File: config.mk
export PLATFORM = sky130hd
export DESIGN_NAME = display_scan
export DESIGN_NICKNAME = d
export VERILOG_FILES = /design/src/rtl/display_pkg.sv /design/src/rtl/bin_to_bcd_seq.sv /design/src/rtl/display_scan.sv
export SDC_FILE = /design/constraint.sdc
export NUM_CORES = 1
export LEC_CHECK = 0
export BUFFER_PORTS_ARGS = -buffer_cell sky130_fd_sc_hd__buf_4
export CORE_UTILIZATION = 60
export DETAILED_ROUTE_END_ITERATION = 10
export HOLD_SLACK_MARGIN = 0.03
export PLACE_DENSITY = 0.82
export SKIP_LAST_GASP = 1
export SYNTH_ARGS = -nofsm -noshare
export SYNTH_HDL_FRONTEND = slang
export SYNTH_HIERARCHICAL = 1
export SYNTH_SLANG_ARGS = --single-unit
File: constraint.sdc
create_clock -name clk -period 2 [get_ports clk]
set_input_delay 0.2 -clock clk [delete_from_list [all_inputs] [get_ports clk]]
set_output_delay 0.2 -clock clk [all_outputs]
set_load 0.05 [all_outputs]
File: src/rtl/display_pkg.sv
// ---------------------------------------------------------------------------
// display_pkg
// Shared constants and types for the 4-digit multiplexed display feeder.
//   DIGITS      : number of display digits
//   BCD_MAX     : largest value that can be shown in decimal
//   OVF_CODE    : decoder code used for the overflow pattern
//   AN_OFF      : anode pattern with every digit dark (active-low)
//   OVF_DISPLAY : display register contents for an out-of-range value
//   conv_state_e: converter FSM state encoding
//   bcd_adjust  : double-dabble "add 3 if >= 5" nibble correction
// ---------------------------------------------------------------------------
package display_pkg;

   localparam int          DIGITS      = 4;
   localparam int          BCD_MAX     = 9999;
   localparam logic [3:0]  OVF_CODE    = 4'hF;
   localparam logic [3:0]  AN_OFF      = 4'b1111;
   localparam logic [15:0] OVF_DISPLAY = {OVF_CODE, OVF_CODE, OVF_CODE, OVF_CODE};

   typedef enum logic [0:0] {
      IDLE    = 1'b0,
      CONVERT = 1'b1
   } conv_state_e;

   // A BCD nibble of 5 or more would overflow past 9 when doubled; adding 3
   // first makes the following shift carry into the next decade correctly.
   function automatic logic [3:0] bcd_adjust(input logic [3:0] nib);
      logic [3:0] res;
      if (nib >= 4'd5) begin
         res = nib + 4'd3;
      end else begin
         res = nib;
      end
      return res;
   endfunction

endpackage

File: src/rtl/bin_to_bcd_seq.sv
// ---------------------------------------------------------------------------
// bin_to_bcd_seq
// Sequential double-dabble binary-to-BCD engine, one iteration per clock.
// Ports:
//   clk, rst  : clock, synchronous active-high reset
//   start     : begin a conversion of bin_in (honoured only when idle)
//   bin_in    : unsigned binary operand, BIN_W bits
//   busy      : high while iterations are running (exactly BIN_W cycles)
//   done      : high during the final iteration cycle
//   bcd       : four BCD digits; valid while done is high, and equal to the
//               value the accumulator takes on that same clock edge
// ---------------------------------------------------------------------------
module bin_to_bcd_seq #(
   parameter int BIN_W = 14
) (
   input  logic             clk,
   input  logic             rst,
   input  logic             start,
   input  logic [BIN_W-1:0] bin_in,
   output logic             busy,
   output logic             done,
   output logic [15:0]      bcd
);

   import display_pkg::*;

   localparam int                CNT_W     = $clog2(BIN_W + 1);
   localparam logic [CNT_W-1:0]  LAST_ITER = CNT_W'(BIN_W - 1);

   conv_state_e      state_q, state_d;
   logic [BIN_W-1:0] bin_q, bin_d;
   logic [15:0]      bcd_q, bcd_d;
   logic [CNT_W-1:0] cnt_q, cnt_d;
   logic [15:0]      adj_s;
   logic             done_s;

   // Next-state logic: load on start, then adjust-and-shift once per cycle.
   always_comb begin
      state_d = state_q;
      bin_d   = bin_q;
      bcd_d   = bcd_q;
      cnt_d   = cnt_q;
      done_s  = 1'b0;
      adj_s   = bcd_q;
      case (state_q)
         IDLE: begin
            if (start) begin
               bin_d   = bin_in;
               bcd_d   = 16'h0000;
               cnt_d   = {CNT_W{1'b0}};
               state_d = CONVERT;
            end else begin
               state_d = IDLE;
            end
         end
         CONVERT: begin
            for (int i = 0; i < DIGITS; i++) begin
               adj_s[i*4 +: 4] = bcd_adjust(bcd_q[i*4 +: 4]);
            end
            {bcd_d, bin_d} = {adj_s, bin_q} << 1;
            cnt_d          = cnt_q + CNT_W'(1);
            if (cnt_q == LAST_ITER) begin
               done_s  = 1'b1;
               state_d = IDLE;
            end else begin
               state_d = CONVERT;
            end
         end
         default: begin
            state_d = IDLE;
         end
      endcase
   end

   // Converter state registers.
   always_ff @(posedge clk) begin
      if (rst) begin
         state_q <= IDLE;
         bin_q   <= {BIN_W{1'b0}};
         bcd_q   <= 16'h0000;
         cnt_q   <= {CNT_W{1'b0}};
      end else begin
         state_q <= state_d;
         bin_q   <= bin_d;
         bcd_q   <= bcd_d;
         cnt_q   <= cnt_d;
      end
   end

   assign busy = (state_q == CONVERT);
   assign done = done_s;
   assign bcd  = bcd_d;

endmodule

File: src/rtl/display_scan.sv
// ---------------------------------------------------------------------------
// display_scan
// Feeds a 7-segment decoder for a 4-digit multiplexed display. A binary value
// captured on load is converted to BCD in the background; the shown value is
// only replaced once the conversion completes. Values above 9999 show "FFFF".
// Ports:
//   clk, rst  : clock, synchronous active-high reset
//   load      : single-cycle strobe, ignored while busy
//   value     : unsigned binary value to display (BIN_W bits)
//   blank_lz  : 1 = dark leading zero digits
//   busy      : conversion in progress
//   number    : digit code for the decoder (0-9 or 4'hF), registered
//   an        : active-low anode enables, an[0] = units digit, registered
// ---------------------------------------------------------------------------
module display_scan #(
   parameter int PRESCALE = 50000,
   parameter int BIN_W    = 14
) (
   input  logic             clk,
   input  logic             rst,
   input  logic             load,
   input  logic [BIN_W-1:0] value,
   input  logic             blank_lz,
   output logic             busy,
   output logic [3:0]       number,
   output logic [3:0]       an
);

   import display_pkg::*;

   localparam int             PS_W    = (PRESCALE > 1) ? $clog2(PRESCALE) : 1;
   localparam logic [PS_W-1:0] PS_LAST = PS_W'(PRESCALE - 1);

   logic            busy_s, done_s, start_s, ovf_s, load_ok_s, in_range_s;
   logic [15:0]     bcd_s;
   logic [15:0]     disp_q, disp_d;
   logic [PS_W-1:0] presc_q, presc_d;
   logic [1:0]      idx_q, idx_d;
   logic [3:0]      number_q, number_d;
   logic [3:0]      an_q, an_d;
   logic [3:0]      lead_zero_s, blank_s;
   logic            wrap_s;

   // Load qualification: in-range values start the converter, others
   // overwrite the display with the overflow pattern directly.
   always_comb begin
      load_ok_s  = load & ~busy_s;
      in_range_s = (32'(value) <= 32'(BCD_MAX));
      if (load_ok_s) begin
         start_s = in_range_s;
         ovf_s   = ~in_range_s;
      end else begin
         start_s = 1'b0;
         ovf_s   = 1'b0;
      end
   end

   bin_to_bcd_seq #(
      .BIN_W (BIN_W)
   ) u_conv (
      .clk    (clk),
      .rst    (rst),
      .start  (start_s),
      .bin_in (value),
      .busy   (busy_s),
      .done   (done_s),
      .bcd    (bcd_s)
   );

   // Display register: replaced only by a finished conversion or overflow.
   always_comb begin
      disp_d = disp_q;
      if (done_s) begin
         disp_d = bcd_s;
      end else if (ovf_s) begin
         disp_d = OVF_DISPLAY;
      end else begin
         disp_d = disp_q;
      end
   end

   // Scan timing: prescaler wraps every PRESCALE cycles, stepping the digit.
   always_comb begin
      wrap_s = (presc_q == PS_LAST);
      if (wrap_s) begin
         presc_d = {PS_W{1'b0}};
         idx_d   = idx_q + 2'd1;
      end else begin
         presc_d = presc_q + PS_W'(1);
         idx_d   = idx_q;
      end
   end

   // Leading-zero detection: a digit is a leading zero when it and every
   // higher digit are zero. The units digit always stays lit.
   always_comb begin
      lead_zero_s[3] = (disp_q[15:12] == 4'h0);
      lead_zero_s[2] = lead_zero_s[3] & (disp_q[11:8] == 4'h0);
      lead_zero_s[1] = lead_zero_s[2] & (disp_q[7:4]  == 4'h0);
      lead_zero_s[0] = 1'b0;
      if (blank_lz && (disp_q != OVF_DISPLAY)) begin
         blank_s = lead_zero_s;
      end else begin
         blank_s = 4'b0000;
      end
   end

   // Output stage inputs: digit code and anode for the current scan index.
   always_comb begin
      number_d = disp_q[{idx_q, 2'b00} +: 4];
      if (blank_s[idx_q]) begin
         an_d = AN_OFF;
      end else begin
         an_d = ~(4'b0001 << idx_q);
      end
   end

   // Display, scan and output registers.
   always_ff @(posedge clk) begin
      if (rst) begin
         disp_q   <= 16'h0000;
         presc_q  <= {PS_W{1'b0}};
         idx_q    <= 2'd0;
         number_q <= 4'h0;
         an_q     <= AN_OFF;
      end else begin
         disp_q   <= disp_d;
         presc_q  <= presc_d;
         idx_q    <= idx_d;
         number_q <= number_d;
         an_q     <= an_d;
      end
   end

   assign busy   = busy_s;
   assign number = number_q;
   assign an     = an_q;

endmodule
==> run summary <==
The run finished with clean final reports. The prevailing post-synth register cell is sky130_fd_sc_hd__dfxtp_1. The arrival time at the worst endpoint came out at between 2000 and 2500 ps. Synthesis produced 440 cells. The core region is ~0.006 mm2. The worst setup path is of the reg2reg kind. The total clock buffers created by CTS came out at 9. The met3 demand-to-capacity share in global routing is approximately 5.2%. The number of failing setup endpoints in the final timing report came out at 0. The number of max-slew violations in the final report is 0. The via count normalized by instance count is 5.75. The clock transition time at the flip-flop clock pins of the worst setup and hold paths came out at ~90 ps. The global routing met1 resource utilization came out at a little under a third. The dominant combinational cell family by area after synthesis is simple AND/OR/NAND/NOR gates. The post-synthesis simple-gate area fraction is between 10% and 20%. STA puts the critical path data required time at about 2200 ps. The minimum clock period came out at ~1800 ps. The HPWL reported at the end of detailed placement is approximately 5.1 mm. After detailed routing, the total wire length is approximately 7.6 mm.

Summing the areas of all compound-gate instances in the mapped netlist gives 17.8% of the synthesized area. The area growth from synthesis to layout is 12.9%. The cell area after technology mapping is between 0.003 and 0.004 mm2. Of all flip-flops after synthesis, the portion carrying an async set or reset was 0%. The total global routing track utilization came out at between 20% and 30%.

The synthesized design contains 77 register bits. Counting every sink on the clock net gives 77. Leaving out fill and tap cells, the most frequent cell in the layout is sky130_fd_sc_hd__dfxtp_1. The number of DRC violations after detailed-routing iteration 0 is around 170. The repair_antennas step left the layout with diodes totalling 0. The clock skew after layout came out at between 8 and 9 ps. The achievable clock frequency is ~0.55 GHz. The first global-routing pass estimated about 13 mm of wire.

The minimum setup slack in the final design came out at around 180 ps. Summing the areas of all fa, ha and maj instances in the mapped netlist gives about 4.9% of the synthesized area. The worst setup path is captured at a flip-flop. The maximum level of the CTS H-tree is 3. The peak ir drop on the vdd network came out at ~540 uV. The number of fill cells in the layout is ~470. CTS placed an instance of sky130_fd_sc_hd__clkbuf_8 at the clock tree root. The horizontal die dimension came out at approximately 82 um.

The average wire length per cell after detail routing came out at between 10 and 15 um. In this run the tightest slew margin relative to its limit is ~57%. The sum of negative setup slack is 0 ps.

The footprint of the flip-flops and latches is ~0.0015 mm2. The largest net degree at the start of global routing is 56. The kind of path behind the tightest hold check is in2reg. The via count of the first global-routing pass came out at slightly below 3000. The measured slew at the worst slew-check pin is 641 ps. STA classifies the critical path startpoint as a flip-flop. On the final layout, the worst hold slack is 140 ps.

The floorplan has 28 rows. The share of cells above drive strength 1 is 14.3%. In the final design database the tool counted 497 nets. The number of antenna violations at the first check in global routing is 0. The portion of synthesized area spent on multiplexers is slightly below 7%. The area share of the leading cell type in the synthesized netlist came out at a little over 40%. The placer congestion estimate came out at 0.839.

At the placement stage, the worst setup path has a slack of -85.2 ps. The final antenna-violating net count is 0. The signal on the critical path passes through or4_1 > or4_4 > nand2b_4 > nor2_1.

The vertical extent of the die is a little over 80 um. The clock latency on the worst-skew pair is approximately 350 ps. The maximum fanout along the worst path came out at 15. The number of warning messages in the yosys log came out at 6. Dividing total power by cell area gives a power density of around 740 mW/mm2. The count of vias placed by the detailed router came out at around 3100. The share of the Yosys chip area taken by registers is 40.4%. The number of endpoints with negative hold slack in the final report is 0.

The residual DRC count came out at 0. The number of enable-type register cells in the synthesized netlist came out at 0. The clock passes through at most 2 buffers. The mean instance size in the synthesized netlist is a little under 9 um2. Sorting the synthesized cells by area gives the leading types as sky130_fd_sc_hd__dfxtp_1 40%, sky130_fd_sc_hd__a21oi_1 6.2%, sky130_fd_sc_hd__nor2_1 5.9%. The global routing stage identified its most utilized layer as met2. The final clock period utilization by the worst path is between 90 and 100%.

In the layout the commonest cells are 76 x sky130_fd_sc_hd__dfxtp_1, 60 x sky130_fd_sc_hd__nor2_1, 47 x sky130_fd_sc_hd__a21oi_1, 38 x sky130_fd_sc_hd__buf_4, 36 x sky130_fd_sc_hd__inv_1. The area of the multi-input gates came out at between 0.002 and 0.0025 mm2. Setup repair after global routing left no endpoint under its margin. After Yosys synthesis, XOR and XNOR cells account for under 10% of the synthesized area. In this run the static leakage power is 1.57 nW.

For this configuration, the core starts out at a cell density of roughly 63%. The number of port buffers came out at 26. The net count after synthesis is 473. The slowest stage of the critical path belongs to the cell sky130_fd_sc_hd__or4_4. The global-route track usage on met2 is approximately 41%.

The area enclosed by the die boundary is 0.00669 mm2. TritonCTS built the clock tree. The highest cell delay on the worst timing path is 570 ps.

The number of max-capacitance violations reported is 0. The final global-route overflow total is 0. The synthesized design spends more area on one cell type than any other, namely sky130_fd_sc_hd__dfxtp_1. The count of cell types in the netlist is 50. The detailed-router iteration count before antenna repair is 4.

The I/O pin count came out at 27.
sequential cells by signal (all words and copies together) (netlist names):
signal,cells
u_conv/busy,1
u_conv/bin_q,14
disp_q,16
presc_q,16
u_conv/bcd_q,16
number,4
an,4
idx_q,2
u_conv/cnt_q,4
Yosys cell counts (2+ instances only):
master	number
sky130_fd_sc_hd__nor3b_1	8
sky130_fd_sc_hd__nand2b_1	5
sky130_fd_sc_hd__nand3b_1	6
sky130_fd_sc_hd__xnor2_1	14
sky130_fd_sc_hd__nand3_1	12
sky130_fd_sc_hd__a22oi_1	3
sky130_fd_sc_hd__o22ai_1	2
sky130_fd_sc_hd__a211oi_1	5
sky130_fd_sc_hd__o21ai_1	4
sky130_fd_sc_hd__dfxtp_1	77
sky130_fd_sc_hd__a31oi_1	4
sky130_fd_sc_hd__nor2_1	60
sky130_fd_sc_hd__buf_2	9
sky130_fd_sc_hd__clkbuf_1	13
sky130_fd_sc_hd__o21ai_0	10
sky130_fd_sc_hd__a2111o_1	2
sky130_fd_sc_hd__nand2_1	13
sky130_fd_sc_hd__nand4_1	5
sky130_fd_sc_hd__a21oi_1	47
sky130_fd_sc_hd__a41oi_1	2
sky130_fd_sc_hd__o32ai_1	2
sky130_fd_sc_hd__mux4_2	4
sky130_fd_sc_hd__o31a_1	17
sky130_fd_sc_hd__inv_1	36
sky130_fd_sc_hd__ha_1	15
sky130_fd_sc_hd__buf_4	2
sky130_fd_sc_hd__or4_1	3
sky130_fd_sc_hd__nor2b_1	10
sky130_fd_sc_hd__nor3_1	9
sky130_fd_sc_hd__mux2i_1	17
sky130_fd_sc_hd__nor4_1	5
worst max-delay path, delay by kind of cell (launching register included):
kind / cells / cell delay (ps)
flops: 1 / 360
simple gates: 4 / 1340
cell families after synthesis:
logic type,Yosys count
buffers and inverters,63
XOR/XNOR,15
adder cells (fa/ha/maj),15
multiplexers,21
AND/OR/NAND/NOR,143
AO/OA/AOI/OAI,106
flip-flops,77
area by class of cell:
class,count,area share (%)
flip-flops and latches,77,35.8
clock inverters,5,1.54
inverters,37,3.22
clock buffers,11,3.28
well taps,75,2.18
repair buffers,39,7.08
multi-input cells,300,46.9
through the flow:
stage | area (um2) | power, mW | cells | utilization [%]
after global placement | 4080 | 1.97 | 528 | 67.8
after CTS | 4290 | 3.21 | 544 | 71.2
after global routing | 4310 | 3.31 | 544 | 71.6
after floorplan | 3820 | 1.88 | 440 | -
final | 4310 | 3.19 | 544 | 71.6
after detailed placement | 4080 | 1.99 | 528 | 67.8
routing by layer:
layer	wire (um)	vias to the layer above
met5	0	-
met4	129	0
met3	214	11
met2	3660	49
met1	3620	1473
li1	-	1594
report_power, final:
part	leakage (nW)	internal (mW)	switching [mW]	total, mW
logic	0.842	0.144	0.184	0.328
registers	0.627	1.59	0.0392	1.63
clock network	0.102	0.629	0.610	1.24
total	1.57	2.36	0.833	3.19
path summary, 6_finish.rpt:
path                     from               to  slack [ps]  cells after the start
hold reg to reg    presc_q[0]       presc_q[0]         470                      1
hold / removal       value[0]  u_conv/bin_q[0]         140                      3
setup / recovery  presc_q[12]       presc_q[3]         180                      4
setup reg to reg  presc_q[12]       presc_q[3]         180                      4
repair_timing:
| action | in CTS | in global routing |
|---|---|---|
| hold buffers | 0 | 0 |
| endpoints found under the setup margin | 0 | 16 |
| buffers inserted | 0 | 0 |
| resized for setup | 0 | 5 |
(Power assumes the default switching activity.)
